<file path="config.mk">
export PLATFORM = sky130hd
export DESIGN_NAME = ws2812_ctrl
export DESIGN_NICKNAME = d
export VERILOG_FILES = /design/src/rtl/ws2812_pkg.sv /design/src/rtl/ws2812_ctrl.sv
export SDC_FILE = /design/constraint.sdc
export NUM_CORES = 1
export LEC_CHECK = 0
export BUFFER_PORTS_ARGS = -buffer_cell sky130_fd_sc_hd__buf_2
export CAP_MARGIN = 10
export CORE_MARGIN = 10
export CORE_UTILIZATION = 56
export DETAILED_ROUTE_END_ITERATION = 12
export HOLD_SLACK_MARGIN = 0.12
export MAX_ROUTING_LAYER = met4
export PLACE_DENSITY = 0.79
export SLEW_MARGIN = 20
export SYNTH_ARGS = -nofsm -noshare
export SYNTH_HDL_FRONTEND = slang
export SYNTH_SLANG_ARGS = --single-unit
</file>
<file path="constraint.sdc">
create_clock -name clk_in -period 3.1 [get_ports clk_in]
set_input_delay 0.465 -clock clk_in [delete_from_list [all_inputs] [get_ports clk_in]]
set_output_delay 0.465 -clock clk_in [all_outputs]
set_load 0.02 [all_outputs]
</file>
<file path="src/rtl/ws2812_pkg.sv">
// Shared types and constants for the WS2812 frame controller.
package ws2812_pkg;

  localparam int unsigned PixelBitsGrb  = 24;
  localparam int unsigned PixelBitsGrbw = 32;

  typedef enum logic [2:0] {
    StIdle,
    StFetch,
    StLoad,
    StSend,
    StWait,
    StLatch,
    StDone
  } state_e;

endpackage

</file>
<file path="src/rtl/ws2812_ctrl.sv">
// WS2812 frame sequencer: fetches pixels, serialises them MSB first to an external
// bit encoder, then holds the line low for the latch period.
module ws2812_ctrl
  import ws2812_pkg::*;
#(
  parameter int unsigned PIXEL_BITS = PixelBitsGrb
) (
  input  logic                  clk_in,
  input  logic                  rst_in,
  input  logic                  frame_start_in,
  input  logic [7:0]            pixel_cnt_in,
  input  logic [15:0]           latch_cnt_in,
  output logic                  pix_rd_out,
  output logic [7:0]            pix_addr_out,
  input  logic [PIXEL_BITS-1:0] pix_data_in,
  output logic                  bit_rdy_out,
  output logic                  bit_data_out,
  input  logic                  bit_done_in,
  output logic                  busy_out,
  output logic                  frame_done_out
);

  localparam int unsigned BitCntW = $clog2(PIXEL_BITS);

  state_e                state_q;
  logic [7:0]            pix_cnt_q;
  logic [7:0]            idx_q;
  logic [15:0]           latch_q;
  logic [PIXEL_BITS-1:0] shift_q;
  logic [BitCntW-1:0]    bit_cnt_q;
  logic [8:0]            idx_next;

  assign idx_next = {1'b0, idx_q} + 9'd1;

  always_ff @(posedge clk_in) begin
    if (rst_in) begin
      state_q        <= StIdle;
      pix_cnt_q      <= '0;
      idx_q          <= '0;
      latch_q        <= '0;
      shift_q        <= '0;
      bit_cnt_q      <= '0;
      pix_rd_out     <= 1'b0;
      pix_addr_out   <= '0;
      bit_rdy_out    <= 1'b0;
      bit_data_out   <= 1'b0;
      busy_out       <= 1'b0;
      frame_done_out <= 1'b0;
    end else begin
      pix_rd_out     <= 1'b0;
      bit_rdy_out    <= 1'b0;
      frame_done_out <= 1'b0;
      unique case (state_q)
        StIdle: begin
          if (frame_start_in) begin
            pix_cnt_q    <= pixel_cnt_in;
            latch_q      <= latch_cnt_in;
            idx_q        <= '0;
            busy_out     <= 1'b1;
            bit_data_out <= 1'b0;
            if (pixel_cnt_in != 8'd0) begin
              state_q      <= StFetch;
              pix_rd_out   <= 1'b1;
              pix_addr_out <= '0;
            end else begin
              state_q <= StLatch;
            end
          end
        end
        StFetch: state_q <= StLoad;
        StLoad: begin
          shift_q      <= pix_data_in;
          bit_cnt_q    <= BitCntW'(PIXEL_BITS - 1);
          bit_data_out <= pix_data_in[PIXEL_BITS-1];
          bit_rdy_out  <= 1'b1;
          state_q      <= StSend;
        end
        StSend: state_q <= StWait;
        StWait: begin
          if (bit_done_in) begin
            shift_q <= shift_q << 1;
            if (bit_cnt_q != '0) begin
              bit_cnt_q    <= bit_cnt_q - 1'b1;
              bit_data_out <= shift_q[PIXEL_BITS-2];
              bit_rdy_out  <= 1'b1;
              state_q      <= StSend;
            end else if (idx_next < {1'b0, pix_cnt_q}) begin
              idx_q        <= idx_q + 8'd1;
              pix_addr_out <= idx_q + 8'd1;
              pix_rd_out   <= 1'b1;
              state_q      <= StFetch;
            end else begin
              bit_data_out <= 1'b0;
              state_q      <= StLatch;
            end
          end
        end
        StLatch: begin
          // A zero-length latch still passes through LATCH for one cycle.
          if (latch_q <= 16'd1) begin
            frame_done_out <= 1'b1;
            state_q        <= StDone;
          end else begin
            latch_q <= latch_q - 16'd1;
          end
        end
        StDone: begin
          busy_out <= 1'b0;
          state_q  <= StIdle;
        end
        default: state_q <= StIdle;
      endcase
    end
  end

endmodule

</file>
==> impl_metrics.json <==
{
  "gp_congestion": 0.915,
  "totalWireLength_um": 9530,
  "grt_util_all_layers_pct": 18.7,
  "n_antenna_cell": 0,
  "ys_async_sr_fraction_pct": 0,
  "syn_nets": 571,
  "die_h_um": 103,
  "synth_xor_area_share_pct": 1.81,
  "place_inst": 630,
  "seq_area_frac_synth_pct": 39.3,
  "hold_viol_final": 0,
  "cp.required_ns": 3.38,
  "cts.repair.resized": 0,
  "period_minus_slack_ns": 2.94,
  "worst_pin_slew_ns": 0.815,
  "cts.sinks": 76,
  "via_per_inst": 5.79,
  "drtIter0Drc": 234,
  "synth.largest_area_cell": "dfxtp_1",
  "syn_area_per_cell_um2": 7.63,
  "synth_area_um2": 3880,
  "dieArea_um2": 10600,
  "irDropWorstVdd_v": 0.000364,
  "synthCells": 508,
  "cp-start-kind": "flop",
  "synth-simple-area-share_pct": 26.0,
  "cpLargestDelayFamily": "simple AND/OR/NAND/NOR gates",
  "timing.final.max_slew_violations": 0,
  "synth_fa_ha_area_share_pct": 3.55,
  "hold_buffers": 0,
  "synth_edf_count": 0,
  "drt_first_pass_iters": 5,
  "min_path_type": "input pin to flop",
  "worst-path-buf-inv": 0,
  "area_delta_synth_final_pct": 14.1,
  "setup_viol": 0,
  "fin_crit_sh_pct": 94.8,
  "slowest_delay_ns": 0.62,
  "ys_ff_latch": 76,
  "max_clock_freq_ghz": 0.340,
  "ys_types": 51,
  "stdcell_count": 645,
  "yosysMostFrequentCell": "nand2_1",
  "antenna_found_initial": 0,
  "drv_cap": 0,
  "h-tree-depth": 3,
  "cp_max_fo": 18,
  "grt_overflow_total": 0,
  "setup_tns_ns": 0,
  "vias": 3734,
  "rows": 30,
  "p_per_area_nw_per_um2": 550,
  "yosys_warnings": 0,
  "synth_mux_area_share_pct": 1.13,
  "start_util_pct": 57.4,
  "synth_top_area_share_pct": 39.3,
  "drc": 0,
  "fin_nets": 624,
  "ant_nets": 0,
  "synth_compound_area_share_pct": 23.2,
  "root_buffer": "clkbuf_8",
  "clkTransAtPathRegs_ns": 0.08,
  "post_drt_wl_per_cell_um": 14.8,
  "timing_worst_setup_path_type": "flop to flop",
  "cp_slowest_cell": "or4_4",
  "p_leak_nw": 1.86,
  "die_w_um": 103,
  "grt_pass1_wl_um": 15800,
  "drive_above_1_share_pct": 17.0,
  "cts_setup_buffers": 0,
  "grt_setup_unrepaired": "false",
  "cts_made_buffers": 9,
  "critical_path_arrival_ns": 3.22,
  "port-buffer-count": 64,
  "synth_top_family_by_area": "simple AND/OR/NAND/NOR gates",
  "end_kind": "flop",
  "synthFlopType": "dfxtp_1",
  "status": "finished, final reports clean",
  "insertion_delay_ns": 0.36,
  "grt_max_degree": 46,
  "cts_buffer_depth": 2,
  "slew_headroom_pct": 45.7,
  "ios": 65,
  "synth_commonest_cells": "103 x nand2_1, 76 x dfxtp_1, 59 x nor2_1",
  "core_um2": 6760,
  "fillerInstances": 606,
  "hpwl_um": 6780,
  "path_cells": "or4_4 > or4_1 > or4_4 > a21oi_4 > a211oi_1 > a211oi_1",
  "yosys-top-cells-area": "dfxtp_1 39%, nand2_1 10%, nor2_1 5.7%",
  "skew_ns": 0.00672,
  "grt_pass1_vias": 3545,
  "cts_tree": "yes"
}
==> logic make-up after synthesis <==
| logic type | count (synthesis) |
|---|---|
| AO/OA/AOI/OAI | 132 |
| flip-flops | 76 |
| XOR/XNOR | 8 |
| multiplexers | 4 |
| adder cells (fa/ha/maj) | 11 |
| buffers and inverters | 48 |
| AND/OR/NAND/NOR | 229 |
==> layer usage <==
metal	routed length, um	GRT usage (%)	up-vias
met5	0	-	-
li1	-	-	1892
met1	4330	22.7	1702
met2	4400	28.9	120
met3	614	5.25	20
met4	182	7.70	0
==> cell type report <==
type | count | area [um^2] | area share [%]
clock buffer | 13 | 149 | 3.37
clock inverter | 2 | 35.0 | 0.792
inverter | 16 | 60.1 | 1.36
multi-input combinational | 384 | 2160 | 48.9
sequential | 76 | 1520 | 34.4
tap | 80 | 100 | 2.26
timing repair buffer | 74 | 395 | 8.94
==> placed cells by master (no fill, tap or decap), types with 10 or more instances in the layout <==
master | Yosys | final
a21oi_1 | 42 | 42
a311oi_1 | 25 | 25
buf_2 | 1 | 64
buf_4 | 0 | 10
clkbuf_8 | 0 | 10
dfxtp_1 | 76 | 76
ha_1 | 11 | 11
inv_1 | 16 | 16
nand2_1 | 103 | 103
nand2b_1 | 10 | 10
nand3_1 | 17 | 17
nor2_1 | 59 | 59
nor3_1 | 16 | 16
o21ai_0 | 11 | 11
==> worst reg2reg max path: stages, from the launching register on <==
cell      delay, ns
dfxtp_1        0.36
or4_4          0.56
or4_1          0.54
or4_4          0.62
a21oi_4        0.43
a211oi_1       0.11
a211oi_1       0.23
==> through the flow <==
step	setup slack, ns	area, um^2	power [W]	hold WS, ns	util (%)
after CTS	0.173	4420	0.00244	0.354	65.5
after global placement	0.273	4240	0.00169	0.444	62.8
after detailed placement	0.214	4240	0.00171	0.452	62.8
after global routing	0.00801	4420	0.00256	0.365	65.5
final	0.160	4420	0.00243	0.355	65.5
after floorplan	0.404	3880	0.00156	0.433	-
==> registers in the layout (all words and copies together), names as in the netlist <==
name,flops
idx_q,8
pix_addr_out,8
bit_data_out,1
busy_out,1
bit_rdy_out,1
pix_rd_out,1
shift_q,23
state_q,3
pix_cnt_q,8
bit_cnt_q,5
frame_done_out,1
latch_q,16
==> power by group <==
group	leakage (nW)	switching, W	internal, W
clock	0.0935	0.000351	0.000390
sequential	0.619	0.0000744	0.00107
combinational	1.14	0.000335	0.000213
total	1.86	0.000760	0.00167
==> worst paths after layout <==
| check | from | endpoint | slack, ns | cells past startpoint |
|---|---|---|---|---|
| min reg2reg | pix_cnt_q[5]$_SDFFE_PP0P_ | pix_cnt_q[5]$_SDFFE_PP0P_ | 0.46 | 2 |
| max | latch_q[4]$_SDFFE_PP0P_ | latch_q[1]$_SDFFE_PP0P_ | 0.16 | 6 |
| max reg2reg | latch_q[4]$_SDFFE_PP0P_ | latch_q[1]$_SDFFE_PP0P_ | 0.16 | 6 |
| min | pixel_cnt_in[2] | pix_cnt_q[2]$_SDFFE_PP0P_ | 0.36 | 3 |
Power figures use the tool's default switching activity.
